**src/rtl/stage30_out_queue.sv**
```systemverilog
// stage30_out_queue: per-class output FIFOs with a bounded-priority arbiter.
// Optional drop counters: define STAGE30_OUT_QUEUE_DROP_STATS_EN.
package types;
  typedef logic [7:0] flit_t;
endpackage

module stage30_out_queue
  import types::*;
#(
  parameter int FLIT_WIDTH = $bits(flit_t),
  parameter int SYS_DEPTH  = 4,
  parameter int NORM_DEPTH = 8,
  parameter int SYS_BURST  = 2
) (
  input  logic                  nocclk,
  input  logic                  rst,
  input  logic                  in_sys_flit_valid,
  input  logic [FLIT_WIDTH-1:0] in_sys_flit,
  output logic                  out_sys_ready,
  input  logic                  in_normal_flit_valid,
  input  logic [FLIT_WIDTH-1:0] in_normal_flit,
  output logic                  out_normal_ready,
  output logic                  out_flit_valid,
  output logic [FLIT_WIDTH-1:0] out_flit,
  input  logic                  in_flit_ready,
  input  logic                  in_flush,
`ifdef STAGE30_OUT_QUEUE_DROP_STATS_EN
  output logic [15:0]           out_sys_drop_count,
  output logic [15:0]           out_normal_drop_count,
`endif
  output logic [$clog2(SYS_DEPTH+1)-1:0]  out_sys_count,
  output logic [$clog2(NORM_DEPTH+1)-1:0] out_normal_count
);

  localparam int SPW = $clog2(SYS_DEPTH);
  localparam int NPW = $clog2(NORM_DEPTH);
  localparam int SCW = $clog2(SYS_DEPTH+1);
  localparam int NCW = $clog2(NORM_DEPTH+1);
  localparam int BW  = $clog2(SYS_BURST+1);

  localparam logic [SCW-1:0] SYS_FULL  = SCW'(SYS_DEPTH);
  localparam logic [NCW-1:0] NORM_FULL = NCW'(NORM_DEPTH);
  localparam logic [BW-1:0]  BURST_MAX = BW'(SYS_BURST);

  typedef enum logic [1:0] {
    ST_IDLE,
    ST_SYS,
    ST_NORM
  } state_t;

  state_t state, state_n;

  logic [FLIT_WIDTH-1:0] sys_mem  [SYS_DEPTH];
  logic [FLIT_WIDTH-1:0] norm_mem [NORM_DEPTH];

  logic [SPW-1:0] sys_wr, sys_rd;
  logic [NPW-1:0] norm_wr, norm_rd;
  logic [SCW-1:0] sys_cnt, sys_cnt_n;
  logic [NCW-1:0] norm_cnt, norm_cnt_n;
  logic [BW-1:0]  burst, burst_n;

  logic sys_push, norm_push;
  logic pop, sys_pop, norm_pop;
  logic lock;

  assign out_sys_ready    = (sys_cnt != SYS_FULL);
  assign out_normal_ready = (norm_cnt != NORM_FULL);
  assign out_sys_count    = sys_cnt;
  assign out_normal_count = norm_cnt;
  assign out_flit_valid   = (state != ST_IDLE);

  // A stalled grant holds its state and data until accepted.
  assign lock = out_flit_valid & ~in_flit_ready;

  assign sys_push  = in_sys_flit_valid & out_sys_ready & ~in_flush;
  assign norm_push = in_normal_flit_valid & out_normal_ready & ~in_flush;
  assign pop       = out_flit_valid & in_flit_ready & ~in_flush;
  assign sys_pop   = pop & (state == ST_SYS);
  assign norm_pop  = pop & (state == ST_NORM);

  // Present the head of the granted class; zero when idle.
  always_comb begin
    out_flit = '0;
    if (state == ST_SYS)
      out_flit = sys_mem[sys_rd];
    else if (state == ST_NORM)
      out_flit = norm_mem[norm_rd];
  end

  // Occupancy after this edge's push/pop/flush.
  always_comb begin
    sys_cnt_n  = sys_cnt;
    norm_cnt_n = norm_cnt;
    if (in_flush) begin
      sys_cnt_n  = '0;
      norm_cnt_n = '0;
    end else begin
      if (sys_push && !sys_pop)
        sys_cnt_n = sys_cnt + 1'b1;
      else if (!sys_push && sys_pop)
        sys_cnt_n = sys_cnt - 1'b1;
      if (norm_push && !norm_pop)
        norm_cnt_n = norm_cnt + 1'b1;
      else if (!norm_push && norm_pop)
        norm_cnt_n = norm_cnt - 1'b1;
    end
  end

  // Count back-to-back system grants while normal traffic waits.
  always_comb begin
    burst_n = burst;
    if (in_flush || norm_pop || norm_cnt == '0)
      burst_n = '0;
    else if (sys_pop && burst < BURST_MAX)
      burst_n = burst + 1'b1;
  end

  // Arbitrate on next-cycle occupancy so a fresh flit shows one cycle later.
  always_comb begin
    state_n = state;
    if (in_flush)
      state_n = ST_IDLE;
    else if (!lock) begin
      if (sys_cnt_n != '0 &&
          (burst_n < BURST_MAX || norm_cnt_n == '0))
        state_n = ST_SYS;
      else if (norm_cnt_n != '0)
        state_n = ST_NORM;
      else
        state_n = ST_IDLE;
    end
  end

  // Grant state, occupancy and burst registers.
  always_ff @(posedge nocclk or posedge rst) begin
    if (rst) begin
      state    <= ST_IDLE;
      sys_cnt  <= '0;
      norm_cnt <= '0;
      burst    <= '0;
    end else begin
      state    <= state_n;
      sys_cnt  <= sys_cnt_n;
      norm_cnt <= norm_cnt_n;
      burst    <= burst_n;
    end
  end

  // Read/write pointers wrap naturally at the power-of-two depth.
  always_ff @(posedge nocclk or posedge rst) begin
    if (rst) begin
      sys_wr  <= '0;
      sys_rd  <= '0;
      norm_wr <= '0;
      norm_rd <= '0;
    end else if (in_flush) begin
      sys_wr  <= '0;
      sys_rd  <= '0;
      norm_wr <= '0;
      norm_rd <= '0;
    end else begin
      if (sys_push)  sys_wr  <= sys_wr + 1'b1;
      if (sys_pop)   sys_rd  <= sys_rd + 1'b1;
      if (norm_push) norm_wr <= norm_wr + 1'b1;
      if (norm_pop)  norm_rd <= norm_rd + 1'b1;
    end
  end

  // Storage arrays; contents are don't-care until written.
  always_ff @(posedge nocclk) begin
    if (sys_push)  sys_mem[sys_wr]   <= in_sys_flit;
    if (norm_push) norm_mem[norm_wr] <= in_normal_flit;
  end

`ifdef STAGE30_OUT_QUEUE_DROP_STATS_EN
  logic [15:0] sys_drop, norm_drop;

  assign out_sys_drop_count    = sys_drop;
  assign out_normal_drop_count = norm_drop;

  // Saturating drop counters; survive flush, cleared only by reset.
  always_ff @(posedge nocclk or posedge rst) begin
    if (rst) begin
      sys_drop  <= '0;
      norm_drop <= '0;
    end else begin
      if (in_sys_flit_valid && !out_sys_ready &&
          sys_drop != 16'hFFFF)
        sys_drop <= sys_drop + 16'd1;
      if (in_normal_flit_valid && !out_normal_ready &&
          norm_drop != 16'hFFFF)
        norm_drop <= norm_drop + 16'd1;
    end
  end
`endif

endmodule

```
**config.mk**
```make
export PLATFORM = sky130hd
export DESIGN_NAME = stage30_out_queue
export DESIGN_NICKNAME = d
export VERILOG_FILES = /design/src/rtl/stage30_out_queue.sv
export SDC_FILE = /design/constraint.sdc
export NUM_CORES = 1
export LEC_CHECK = 0
export CAP_MARGIN = 20
export CORE_MARGIN = 1.5
export CORE_UTILIZATION = 50
export CTS_CLUSTER_DIAMETER = 80
export DETAILED_ROUTE_END_ITERATION = 16
export PLACE_DENSITY = 0.73
export SLEW_MARGIN = 20
export SYNTH_ARGS = -nofsm -noshare
export SYNTH_HDL_FRONTEND = slang
export SYNTH_SLANG_ARGS = --single-unit
```
**constraint.sdc**
```tcl
create_clock -name nocclk -period 2.4 [get_ports nocclk]
set_input_delay 0.24 -clock nocclk [delete_from_list [all_inputs] [get_ports nocclk]]
set_output_delay 0.24 -clock nocclk [all_outputs]
set_load 0.05 [all_outputs]
```
==> flow_metrics.env, run 1 <==
export IMPL_fmax_mhz=412
export IMPL_path_cells="buf_6 > buf_12 > mux4_2 > mux2i_2 > o22ai_1 > buf_4"
export IMPL_fill_cells=662
export IMPL_setup_ws_ns=-0.0257
export IMPL_synth_xor_area_frac=0.0205
export IMPL_final_cell_area_um2=6540
export IMPL_wirelength_um=10100
export IMPL_crit_family="multiplexers"
export IMPL_yosysWarnings=0
export IMPL_power_density_nw_per_um2=940
export IMPL_syn_num_nets=357
export IMPL_dpl_cell_count=500
export IMPL_final_layout_size_suffix_gt1_frac=0.282
export IMPL_n_antenna_cell=0
export IMPL_synth_edf_count=96
export IMPL_critPathKind="reg -> out"
export IMPL_vias_per_cell=5.43
export IMPL_power_frac_comb=0.198
export IMPL_wire_per_inst_um=18.8
export IMPL_critPathLaunchType="flop"
export IMPL_rsz0062_at_grt="yes"
export IMPL_yosysSeqAreaShare=0.666
export IMPL_finalCritPeriodShare=1.01
export IMPL_holdBufCountCts=0
export IMPL_portBuffers=39
export IMPL_cp_data_required_time_ns=2.16
export IMPL_clock_path_buffers=2
export IMPL_cp_max_fo=5
export IMPL_synth_compound_area_share=0.0443
export IMPL_cts_tree="yes"
export IMPL_netlist_area_um2=5120
export IMPL_dpl_worst_slack_ns=0.207
export IMPL_area_growth_synth_to_final_pct=27.8
export IMPL_synth_fa_ha_area_frac=0.0269
export IMPL_rows=36
export IMPL_mostFrequentLayoutCells="edfxtp_1 (96), clkdlybuf4s50_1 (29), nand2_1 (25), mux4_2 (24)"
export IMPL_grt_pass1_wl_um=16100
export IMPL_power_leakage_nw=2.36
export IMPL_drv_slew=0
export IMPL_synth_flop_cell="edfxtp_1"
export IMPL_violations="negative setup slack"
export IMPL_clk_pin_slew_ns=0.06
export IMPL_setup_violations=5
export IMPL_hold_viol_final=0
export IMPL_seq_power_share=0.388
export IMPL_cp_end_kind="output port"
export IMPL_ir_drop_mv=0.555
export IMPL_ioPinCount=40
export IMPL_async_flop_share=0.179
export IMPL_path_buf_inv=3
export IMPL_max_stage_delay_ns=0.51
export IMPL_grt_max_degree=25
export IMPL_critPathSlowestCell="mux4_2"
export IMPL_yosysUniqueCellTypes=50
export IMPL_synthSimpleGateAreaFrac=0.0839
export IMPL_final_nets=424
export IMPL_gp_congestion=0.833
export IMPL_antenna_found_initial=0
export IMPL_cts_buffers=17
export IMPL_place_area_um2=5800
export IMPL_outcome="finished, violations left"
export IMPL_synth_top_family_by_area="multiplexers"
export IMPL_dieArea_um2=10900
export IMPL_muxShareOfSynthArea=0.131
export IMPL_drc=0
export IMPL_power_share_clock=0.413
export IMPL_fin_crit_ns=2.43
export IMPL_h_tree_depth=4
export IMPL_finalNonFillerCells=537
export IMPL_core_um2=9860
export IMPL_maxCapViolations=0
export IMPL_antenna_left=0
export IMPL_hold_slack_ns=0.0872
export IMPL_slew_headroom=0.559
export IMPL_power_internal_mw=4.48
export IMPL_clock_sinks=117
export IMPL_fp_dieW_um=104
export IMPL_synth_seq_cells=117
export IMPL_final_common_cell="edfxtp_1"
export IMPL_fin_skew_ns=0.00963
export IMPL_track_usage=0.201
export IMPL_power_mw=6.15
export IMPL_syn_inst=324
export IMPL_grt_pass1_vias=2982
export IMPL_worst_slew_pin_slew_ns=0.662
export IMPL_p_sw_frac=0.271
export IMPL_start_util=0.519
export IMPL_switching_power_mw=1.67
export IMPL_syn_avg_cell_area_um2=15.8
export IMPL_hpwl_um=6310
export IMPL_clk_latency_ns=0.51
export IMPL_firstDrtPassIters=4
export IMPL_via_count=2917
export IMPL_die_y_um=104
export IMPL_drt_iter0_markers=146
export IMPL_root_buffer="clkbuf_8"
export IMPL_hold_class="in -> async"
export IMPL_critPathArrivalTime_ns=2.19
export IMPL_overflow=0
## per-stage QoR
step	util	setup TNS [ns]
detailed placement	0.588	0
finish	0.663	-0.0611
global placement	0.588	0
CTS	0.659	-0.335
floorplan	-	0
global route	0.663	-0.790
## area by class of cell
cell class | instances | area [um^2] | share of cell area
well taps | 133 | 166 | 0.0254
repair buffers | 63 | 644 | 0.0985
multi-input cells | 176 | 1660 | 0.253
clock buffers | 18 | 418 | 0.0639
inverters | 16 | 60.1 | 0.00918
clock inverters | 14 | 185 | 0.0283
flip-flops and latches | 117 | 3410 | 0.522
## power groups by stage
stage                     Sequential, mW  Combinational, mW  Clock, mW
final                               2.39               1.22       2.54
after global routing                2.40               1.31       2.68
after CTS                           2.38               1.19       2.58
after detailed placement            2.42               1.11          0
after global placement              2.41               1.10          0
after floorplan                     2.46              0.740          0
## tightest hold or removal path: stages
cell and delay (ns):
clkdlybuf4s50_1 0.41, inv_1 0.06, buf_4 0.28
## routing by layer
layer / GRT usage / share of wire / wire (um)
met1: 0.272 / 0.44 / 4480
met5: 0 / 0 / 0
met4: 0.0704 / 0.0079 / 80
met3: 0.0514 / 0.041 / 416
met2: 0.318 / 0.51 / 5110
## repair_timing
item,in CTS,in global routing
buffers inserted,3,0
resized for setup,11,9
pin swaps,2,3
setup endpoints to repair,10,9
endpoints found under the hold margin,0,0
gates cloned,2,0
## path summary, 6_finish.rpt
path,start,to,slack [ns],cells after the start
max,norm_rd[0],out_flit[1],-0.03,6
min,rst,out_normal_count[1],0.09,3
max reg2reg,out_normal_count[0],state[1],0.17,8
min reg2reg,burst[0],burst[0],0.58,2
max in group asynchronous,rst,sys_rd[0],2.06,3
min in group nocclk,in_sys_flit[6],sys_mem[2][6],0.37,1
## flip-flops by register name, summed over array words and instances, names as in the netlist
signal / count
burst: 2
norm_mem: 64
norm_rd: 3
norm_wr: 3
out_normal_count: 4
out_sys_count: 3
state: 2
sys_mem: 32
sys_rd: 2
sys_wr: 2
## kinds of logic after synthesis
logic type / Yosys count
xor gates and xnor gates: 12
adders and majority gates: 11
buffers and inverters: 31
and+or+nand+nor: 84
muxes: 37
AOI/OAI and AO/OA: 32
DFF: 117
## Yosys cell counts (2+ instances only)
master	n	area share
nand3_1	5	0.0049
dfrtp_1	21	0.10
nand3b_1	2	0.0029
mux4_2	24	0.11
buf_2	3	0.0029
xor2_1	5	0.0086
o22ai_1	8	0.0098
a21oi_1	8	0.0078
mux2i_1	12	0.023
o31ai_1	2	0.0029
buf_6	2	0.0044
clkbuf_1	3	0.0022
a21o_1	2	0.0029
and2_1	4	0.0049
and3b_1	2	0.0034
ha_1	11	0.027
nor2_1	25	0.018
nand2b_1	4	0.0049
nor3_1	4	0.0039
nor2b_1	2	0.0024
edfxtp_1	96	0.56
inv_1	16	0.012
buf_1	6	0.0044
xnor2_1	7	0.012
nand2_1	25	0.018
No activity file was read; power rests on OpenSTA's default activity.
==> inputs of run 2 (changes only) <==
Settings changed: PLACE_DENSITY 0.73 to 0.7.
Clock period 2.4 ns to 2.65 ns, I/O delays scaled along.
==> run 2 against run 1 <==
  * The run now ends clean
  * Sequential share of layout area up 1.9 points
  * Worst setup slack gained 0.12 ns
  * Count of clock-buffer cells in the layout down 1
  * Die area stayed put
  * Combinational power is 18% lower
  * First-iteration DRC count up 6.2%
  * Via count increased by 1.0%
  * Largest cell class unchanged
  * Total power decreased by 13%
  * Final cell count is 1.3% lower
==> flow_metrics.env, run 2 (same netlist as run 1, synthesis figures left out) <==
export IMPL_critPathKind="reg -> out"
export IMPL_wirelength_um=9770
export IMPL_maxCapViolations=0
export IMPL_finalCritPeriodShare=0.965
export IMPL_hold_class="in -> async"
export IMPL_fin_crit_ns=2.56
export IMPL_rrSetupSlack_ns=0.40
export IMPL_final_layout_size_suffix_gt1_frac=0.237
export IMPL_outcome="complete, no violations"
export IMPL_regToRegStartpoint="out_normal_count[0]"
export IMPL_via_count=2947
export IMPL_cp_data_required_time_ns=2.38
export IMPL_firstDrtPassIters=4
export IMPL_clock_sinks=117
export IMPL_drt_iter0_markers=155
export IMPL_critPathSlowestCell="clkdlybuf4s50_1"
export IMPL_rsz0062_at_grt="no"
export IMPL_cp_end_kind="output port"
export IMPL_portBuffers=39
export IMPL_setup_violations=0
export IMPL_grt_max_degree=22
export IMPL_h_tree_depth=4
export IMPL_mostFrequentLayoutCells="edfxtp_1 (96), clkdlybuf4s50_1 (31), nor2_1 (25), nand2_1 (25)"
export IMPL_clock_path_buffers=2
export IMPL_rows=36
export IMPL_clk_latency_ns=0.50
export IMPL_grt_pass1_wl_um=16000
export IMPL_clk_pin_slew_ns=0.06
export IMPL_overflow=0
export IMPL_critPathArrivalTime_ns=2.29
export IMPL_drv_slew=0
export IMPL_grt_pass1_vias=3127
export IMPL_hold_slack_ns=0.234
export IMPL_root_buffer="clkbuf_8"
export IMPL_worst_r2r_path_depth=7
export IMPL_n_antenna_cell=0
export IMPL_fill_cells=732
export IMPL_core_um2=9860
export IMPL_start_util=0.519
export IMPL_power_leakage_nw=2.28
export IMPL_die_y_um=104
export IMPL_cp_max_fo=8
export IMPL_fmax_mhz=391
export IMPL_gp_congestion=0.809
export IMPL_drc=0
export IMPL_vias_per_cell=5.56
export IMPL_ioPinCount=40
export IMPL_area_growth_synth_to_final_pct=23.4
export IMPL_final_nets=417
export IMPL_fp_dieW_um=104
export IMPL_antenna_found_initial=0
export IMPL_regMostFlops="norm_mem"
export IMPL_hpwl_um=6460
export IMPL_final_common_cell="edfxtp_1"
export IMPL_max_stage_delay_ns=0.84
export IMPL_ir_drop_mv=0.506
export IMPL_hold_viol_final=0
export IMPL_cts_tree="yes"
export IMPL_worst_slew_pin_slew_ns=0.850
export IMPL_largest_reg_flops=64
export IMPL_path_cells="inv_1 > ha_1 > nand3b_2 > clkdlybuf4s50_1"
export IMPL_antenna_left=0
export IMPL_slew_headroom=0.433
export IMPL_track_usage=0.197
export IMPL_holdBufCountCts=0
export IMPL_dieArea_um2=10900
export IMPL_setup_tns_final_ns=0
export IMPL_cts_buffers=17
export IMPL_rr_endpoint="norm_mem[4][5]"
export IMPL_wire_per_inst_um=18.4
export IMPL_fin_skew_ns=0.00722
export IMPL_power_density_nw_per_um2=849
export IMPL_critPathLaunchType="flop"
-- run 2: through the flow --
stage	power (mW)	worst slack [ns]	utilization	cells	area, um^2
2_1_floorplan	2.89	0.0238	-	324	5130
3_3_place_gp	3.16	0.455	0.581	498	5730
3_5_place_dp	3.18	0.383	0.581	498	5730
4_1_cts	5.39	0.0763	0.640	530	6310
5_1_grt	5.56	0.0210	0.640	530	6310
6_report	5.36	0.0939	0.640	530	6310
-- run 2: layout make-up --
cell class	instances	area [um^2]	area share
sequential	117	3410	0.540
multi-input combinational	176	1580	0.251
timing repair buffer	56	510	0.0809
clock buffer	17	414	0.0656
clock inverter	15	168	0.0266
tap	133	166	0.0264
inverter	16	60.1	0.00951
-- run 2: report_power, final --
group	switching [mW]	total [mW]	internal [mW]
clock	0.844	2.21	1.36
sequential	0.0851	2.16	2.07
combinational	0.603	0.996	0.393
-- run 2: worst max-delay path: cells and delay by family (launching register included) --
family,cells,cell delay [ns]
fa+ha+maj,1,0.28
buf+inv,2,0.92
flops,1,0.43
simple gates,1,0.16
-- run 2: worst max path at each step --
stage | startpoint | end | cells after the start
2_1_floorplan | out_normal_count[0] | norm_mem[2][0] | 7
3_3_place_gp | in_flit_ready | state[1] | 7
3_5_place_dp | in_flit_ready | state[1] | 7
4_1_cts | norm_rd[0] | out_flit[3] | 5
5_1_grt | out_normal_count[0] | out_normal_ready | 4
6_report | out_normal_count[0] | out_normal_ready | 4
-- run 2: layer usage --
| metal | routed length [um] | track usage | vias up |
|---|---|---|---|
| li1 | - | - | 1363 |
| met1 | 4220 | 0.257 | 1501 |
| met2 | 5010 | 0.328 | 76 |
| met3 | 464 | 0.0457 | 7 |
| met4 | 73 | 0.0625 | 0 |
| met5 | 0 | 0 | - |
-- run 2: timing repair --
action | 4_1_cts | 5_1_grt
endpoints found under the setup margin | 0 | 1
hold endpoints to repair | 0 | 0
gates resized for setup | 0 | 1
buffers inserted | 0 | 0
